## src/rtl/vend_pkg.sv

```systemverilog
// Shared vend types and constants for the dispenser, controller and admin blocks.
// Slot geometry and fail codes live here so every block agrees on them.
package vend_pkg;

  typedef enum logic [1:0] {
    ST_IDLE,
    ST_SPIN,
    ST_WAIT_DROP,
    ST_REPORT
  } vend_state_e;

  localparam logic [1:0] VEND_OK       = 2'b00;
  localparam logic [1:0] VEND_BAD_ADDR = 2'b01;
  localparam logic [1:0] VEND_NO_DROP  = 2'b10;
  localparam logic [1:0] VEND_STUCK    = 2'b11;

  localparam logic [2:0] NUM_LINES   = 3'd6;
  localparam logic [3:0] NUM_COLUMNS = 4'd8;

  function automatic logic [5:0] line_onehot(input logic [2:0] l);
    line_onehot = 6'b1 << (l - 3'd1);
  endfunction

  function automatic logic [7:0] col_onehot(input logic [3:0] c);
    col_onehot = 8'b1 << (c - 4'd1);
  endfunction

endpackage

```

## src/rtl/vend_sync_edge.sv

```systemverilog
// Two-flop synchroniser for an asynchronous input, plus a rising-edge pulse.
// level is the synchronised value; rise is high for one cycle per 0->1.
module vend_sync_edge (
  input  logic clk,
  input  logic reset,
  input  logic async_in,
  output logic level,
  output logic rise
);

  logic s1;
  logic s2;
  logic s3;

  always_ff @(posedge clk or posedge reset) begin
    if (reset) begin
      s1 <= 1'b0;
      s2 <= 1'b0;
      s3 <= 1'b0;
    end else begin
      s1 <= async_in;
      s2 <= s1;
      s3 <= s2;
    end
  end

  assign level = s2;
  assign rise  = s2 & ~s3;

endmodule

```

## src/rtl/vend_dispenser.sv

```systemverilog
// Dispense-side responder: spins the addressed slot motor, watches the drop sensor.
// Optional macro VEND_DISPENSE_COUNT_EN adds a saturating dispense_count output.
module vend_dispenser
  import vend_pkg::*;
#(
  parameter int unsigned MOTOR_ON_CYCLES     = 25_000_000,
  parameter int unsigned DROP_TIMEOUT_CYCLES = 50_000_000,
  parameter int unsigned RETRY_MAX           = 1
) (
  input  logic        clk,
  input  logic        reset,
  input  logic        vend_req,
  input  logic [2:0]  vend_line,
  input  logic [3:0]  vend_column,
  input  logic        drop_sensor,
  output logic        vend_ack,
  output logic        vend_busy,
  output logic        vend_done,
  output logic        vend_fail,
  output logic [1:0]  fail_code,
  output logic [5:0]  motor_line_sel,
  output logic [7:0]  motor_col_sel,
`ifdef VEND_DISPENSE_COUNT_EN
  output logic [15:0] dispense_count,
`endif
  output logic        motor_en
);

  localparam int unsigned CNT_MAX =
    (MOTOR_ON_CYCLES > DROP_TIMEOUT_CYCLES) ?
    MOTOR_ON_CYCLES : DROP_TIMEOUT_CYCLES;
  localparam int CW = $clog2(CNT_MAX + 1);
  localparam int RW =
    (RETRY_MAX > 0) ? $clog2(RETRY_MAX + 1) : 1;

  localparam logic [CW-1:0] MOTOR_LAST =
    CW'(MOTOR_ON_CYCLES - 1);
  localparam logic [CW-1:0] DROP_LAST =
    CW'(DROP_TIMEOUT_CYCLES - 1);
  localparam logic [RW-1:0] RETRY_LIM = RW'(RETRY_MAX);

  vend_state_e    state;
  logic [CW-1:0]  cnt;
  logic [RW-1:0]  retries;
  logic [2:0]     line_q;
  logic [3:0]     col_q;
  logic [1:0]     code_q;
  logic           drop_level;
  logic           drop_rise;
  logic           bad_addr;

  vend_sync_edge u_sync (
    .clk      (clk),
    .reset    (reset),
    .async_in (drop_sensor),
    .level    (drop_level),
    .rise     (drop_rise)
  );

  assign bad_addr = (vend_line == 3'd0)
                  | (vend_line > NUM_LINES)
                  | (vend_column == 4'd0)
                  | (vend_column > NUM_COLUMNS);

  always_ff @(posedge clk or posedge reset) begin
    if (reset) begin
      state          <= ST_IDLE;
      cnt            <= '0;
      retries        <= '0;
      line_q         <= '0;
      col_q          <= '0;
      code_q         <= VEND_OK;
      vend_ack       <= 1'b0;
      vend_busy      <= 1'b0;
      vend_done      <= 1'b0;
      vend_fail      <= 1'b0;
      fail_code      <= VEND_OK;
      motor_en       <= 1'b0;
      motor_line_sel <= '0;
      motor_col_sel  <= '0;
`ifdef VEND_DISPENSE_COUNT_EN
      dispense_count <= '0;
`endif
    end else begin
      vend_ack  <= 1'b0;
      vend_done <= 1'b0;
      unique case (state)
        ST_IDLE: begin
          if (vend_req) begin
            line_q    <= vend_line;
            col_q     <= vend_column;
            vend_ack  <= 1'b1;
            vend_busy <= 1'b1;
            vend_fail <= 1'b0;
            fail_code <= VEND_OK;
            retries   <= '0;
            cnt       <= '0;
            // Address check deliberately precedes the stuck-sensor check.
            if (bad_addr) begin
              code_q <= VEND_BAD_ADDR;
              state  <= ST_REPORT;
            end else if (drop_level) begin
              code_q <= VEND_STUCK;
              state  <= ST_REPORT;
            end else begin
              motor_en       <= 1'b1;
              motor_line_sel <= line_onehot(vend_line);
              motor_col_sel  <= col_onehot(vend_column);
              state          <= ST_SPIN;
            end
          end
        end
        ST_SPIN: begin
          if (drop_rise) begin
            motor_en       <= 1'b0;
            motor_line_sel <= '0;
            motor_col_sel  <= '0;
            code_q         <= VEND_OK;
            state          <= ST_REPORT;
          end else if (cnt == MOTOR_LAST) begin
            motor_en       <= 1'b0;
            motor_line_sel <= '0;
            motor_col_sel  <= '0;
            cnt            <= '0;
            state          <= ST_WAIT_DROP;
          end else begin
            cnt <= cnt + 1'b1;
          end
        end
        ST_WAIT_DROP: begin
          if (drop_rise) begin
            code_q <= VEND_OK;
            state  <= ST_REPORT;
          end else if (cnt == DROP_LAST) begin
            cnt <= '0;
            if (retries < RETRY_LIM) begin
              retries        <= retries + 1'b1;
              motor_en       <= 1'b1;
              motor_line_sel <= line_onehot(line_q);
              motor_col_sel  <= col_onehot(col_q);
              state          <= ST_SPIN;
            end else begin
              code_q <= VEND_NO_DROP;
              state  <= ST_REPORT;
            end
          end else begin
            cnt <= cnt + 1'b1;
          end
        end
        ST_REPORT: begin
          vend_done <= 1'b1;
          vend_fail <= (code_q != VEND_OK);
          fail_code <= code_q;
          vend_busy <= 1'b0;
          retries   <= '0;
          state     <= ST_IDLE;
`ifdef VEND_DISPENSE_COUNT_EN
          if (code_q == VEND_OK && dispense_count != 16'hFFFF)
            dispense_count <= dispense_count + 16'd1;
`endif
        end
        default: state <= ST_IDLE;
      endcase
    end
  end

endmodule

```

## config.mk

```make
export PLATFORM = sky130hd
export DESIGN_NAME = vend_dispenser
export DESIGN_NICKNAME = d
export VERILOG_FILES = /design/src/rtl/vend_pkg.sv /design/src/rtl/vend_sync_edge.sv /design/src/rtl/vend_dispenser.sv
export SDC_FILE = /design/constraint.sdc
export NUM_CORES = 1
export LEC_CHECK = 0
export ABC_AREA = 1
export BUFFER_PORTS_ARGS = -buffer_cell sky130_fd_sc_hd__buf_2
export CORE_AREA = 3 3 117 85
export DETAILED_ROUTE_END_ITERATION = 10
export DIE_AREA = 0 0 120 88
export MAX_ROUTING_LAYER = met4
export PLACE_DENSITY_LB_ADDON = 0.05
export SLEW_MARGIN = 20
export SYNTH_ARGS = -nofsm -noshare
export SYNTH_HDL_FRONTEND = slang
export SYNTH_SLANG_ARGS = --single-unit
```

## constraint.sdc

```tcl
create_clock -name clk -period 2.07 [get_ports clk]
set_clock_uncertainty 0.1 [all_clocks]
set_input_delay 0.414 -clock clk [delete_from_list [all_inputs] [get_ports clk]]
set_output_delay 0.414 -clock clk [all_outputs]
set_load 0.01 [all_outputs]
```

==> impl_metrics.toml <==
[setup_path]
end_kind = "flip-flop"
critPathArrivalTime_ns = 2.13
cp_max_fo = 7
worstPathRequired_ns = 2.22
startpoint_type = "flip-flop"
crit_type = "flip-flop to flip-flop"

[sta]
holdWs_ns = -0.00346
max_slew_margin_pct = 70.9
min_period_ns = 1.98
fin_ws_ns = 0.0865
setup_violations = 0
max_freq_mhz = 504
maxSlewViolCount = 0
rsz0062_at_grt = "true"
hold_viol_final = 3
min_period_over_period_pct = 95.8
max_slew.worst_pin.slew_ns = 0.436

[synthesis]
yosys_warnings = 0
yosysSeqAreaShare_pct = 44.0
syn_inst = 475
ys_seq_elements = 62
synth-simple-area-share_pct = 36.9
synth.avg_cell_area_um2 = 7.42
synth_top_family_by_area = "simple AND/OR/NAND/NOR gates"
syn_area_um2 = 3520
synth_cell_types = 36
synth_mux_area_share_pct = 0
syn_nets = 492
synth_adder_area_share_pct = 2.13
synthXorXnorAreaFrac_pct = 2.73
synth_compound_area_share_pct = 5.93

[route]
routed_via_density = 4.68
wire_per_inst_um = 12.8
via_count = 3204
wirelength_um = 8760
ant_nets = 0
drtIter0Drc = 217
post-route-drc-count = 0
drtPass1Iterations = 4

[clocking]
cts.sinks = 62
cts_root_buf = "clkbuf_16"
path_clk_slew_ns = 0.05
cts_tree = "yes"
cts_buffers = 9
clkLatencyLatePin_ns = 0.32
htree_num_levels = 3
clockBufferDepth = 2
cts_hold_buffers = 0

[die]
rows = 29
die_x_um = 120
die_area_um2 = 10600
dieHeight_um = 88
start_util_pct = 39.3
top_level_ports = 32
core_area_um2 = 8960

[final_layout]
area_delta_synth_final_pct = 30.0
finalNonFillerCells = 685
final_cell_mix = "nand2_1 (144), nor2_1 (62), dfrtp_1 (61)"
final_util_pct = 51.1
antennaDiodeCount = 0
final_common_cell = "nand2_1"
drive_gt1_share_pct = 26.4
nets = 575
nFillCells = 904

[outcome]
violations = "hold timing"
status = "complete, but fails checks"

[grt]
overflow = 0
antenna_found_initial = 0
grt_use_total_pct = 17.8
grt_pass1_wl_um = 14300
grt_pass1_vias = 2878
grt_start_max_net_pins = 42

[power_and_ir_drop]
power.leakage_uw = 0.00232
power_density_nw_per_um2 = 1370
peakVddDrop_mv = 0.901

[placed_design]
dp_hpwl_um = 6730
dp_cells = 664
place_ws_ns = -0.0348
gp_congestion = 0.884
port_buffers = 31

[min_path]
hp-class = "input pin to async pin"

[flow_run]
cap_violations = 0
[flip-flops by register name, indices dropped and copies added (netlist names)]
name	count
cnt	26
fail_code	2
vend_fail	1
vend_done	1
col_q	4
u_sync.level	1
line_q	3
motor_col_sel	8
u_sync.s1	1
u_sync.s3	1
motor_line_sel	6
vend_ack	1
code_q	2
retries	1
vend_busy	1
state	2
motor_en	1
[power by group]
group          switching, µW  internal (µW)
Sequential               164           1520
Combinational           1850           1460
Clock                    482            823
Total                   2490           3800
[path summary, 6_finish.rpt]
path                                       from                     end  slack [ns]  cells past startpoint
hold / removal                            reset     cnt[20]$_DFFE_PP0P_      -0.003                      2
hold reg to reg             u_sync.s1$_DFF_PP0_  u_sync.level$_DFF_PP0_        0.24                      0
setup / recovery           state[1]$_DFFE_PP0P_     cnt[20]$_DFFE_PP0P_        0.09                     10
max in group asynchronous                 reset    state[1]$_DFFE_PP0P_        1.28                      3
setup reg to reg           state[1]$_DFFE_PP0P_     cnt[20]$_DFFE_PP0P_        0.09                     10
min in group clk                    drop_sensor     u_sync.s1$_DFF_PP0_        0.10                      1
[critical path: stages (launching register included)]
cell	delay, ns
dfrtp_2	0.44
ha_4	0.20
buf_4	0.17
nand2_2	0.08
nand3_1	0.09
buf_6	0.15
nor2_4	0.21
nand3_1	0.15
o21ai_0	0.18
inv_1	0.06
nor2_1	0.09
[logic make-up after synthesis]
| kind of cell | after synthesis |
|---|---|
| xor+xnor | 11 |
| simple gates | 294 |
| buf+inv | 65 |
| flops | 62 |
| fa+ha+maj | 6 |
| compound gates | 37 |
[per-layer routing]
layer,up-vias,GRT usage [%],routed length [µm]
met1,1480,27.5,4930
met3,6,4.65,447
met5,-,-,0
met4,0,4.05,72
li1,1661,-,-
met2,57,22.5,3310
[final cells by class]
class                           instances  area, µm²  area share, %
Sequential cell                        62       1550           33.9
Tap cell                              124        155           3.39
Clock buffer                           12        246           5.38
Inverter                               55        211           4.61
Clock inverter                          2       10.0          0.218
Multi-Input combinational cell        348       1800           39.2
Timing Repair Buffer                   82        608           13.3
[stage by stage]
step                      power (µW)  setup TNS, ns  cell area, µm²
after global placement          4730              0            4160
after floorplan                 3490              0            3540
after detailed placement        4750        -0.0348            4160
after global routing            6800         -0.106            4580
final                           6300              0            4580
after CTS                       6110              0            4420
[Yosys cell counts]
cell	number	area share, %
a21boi_0	1	0.21
a21boi_2	1	0.32
a21o_1	1	0.21
a21oi_1	3	0.43
and2_1	1	0.18
buf_4	1	0.21
buf_6	6	1.9
clkbuf_1	3	0.32
dfrtp_1	62	44
ha_1	6	2.1
inv_1	50	5.3
inv_2	5	0.53
nand2_1	148	16
nand2_2	7	1.2
nand2_4	1	0.32
nand3_1	31	4.4
nand3_2	1	0.28
nand3_4	1	0.50
nand3b_1	2	0.43
nand4_1	7	1.2
nor2_1	67	7.1
nor2_2	5	0.89
nor2_4	4	1.3
nor3_1	6	0.85
nor4_1	7	1.2
o211ai_1	1	0.21
o21ai_0	25	3.6
o21ai_1	1	0.14
o21bai_1	2	0.43
o22a_1	1	0.25
o22ai_1	1	0.18
or2_1	2	0.36
or2_2	3	0.53
or3_2	1	0.21
xnor2_1	2	0.50
xor2_1	9	2.2
[repair_timing]
item | 4_1_cts | 5_1_grt
endpoints found under the hold margin | 0 | 0
gates resized for setup | 2 | 32
buffers inserted | 0 | 7
endpoints found under the setup margin | 4 | 39
pin swaps | 2 | 15
(Power assumes the default switching activity.)
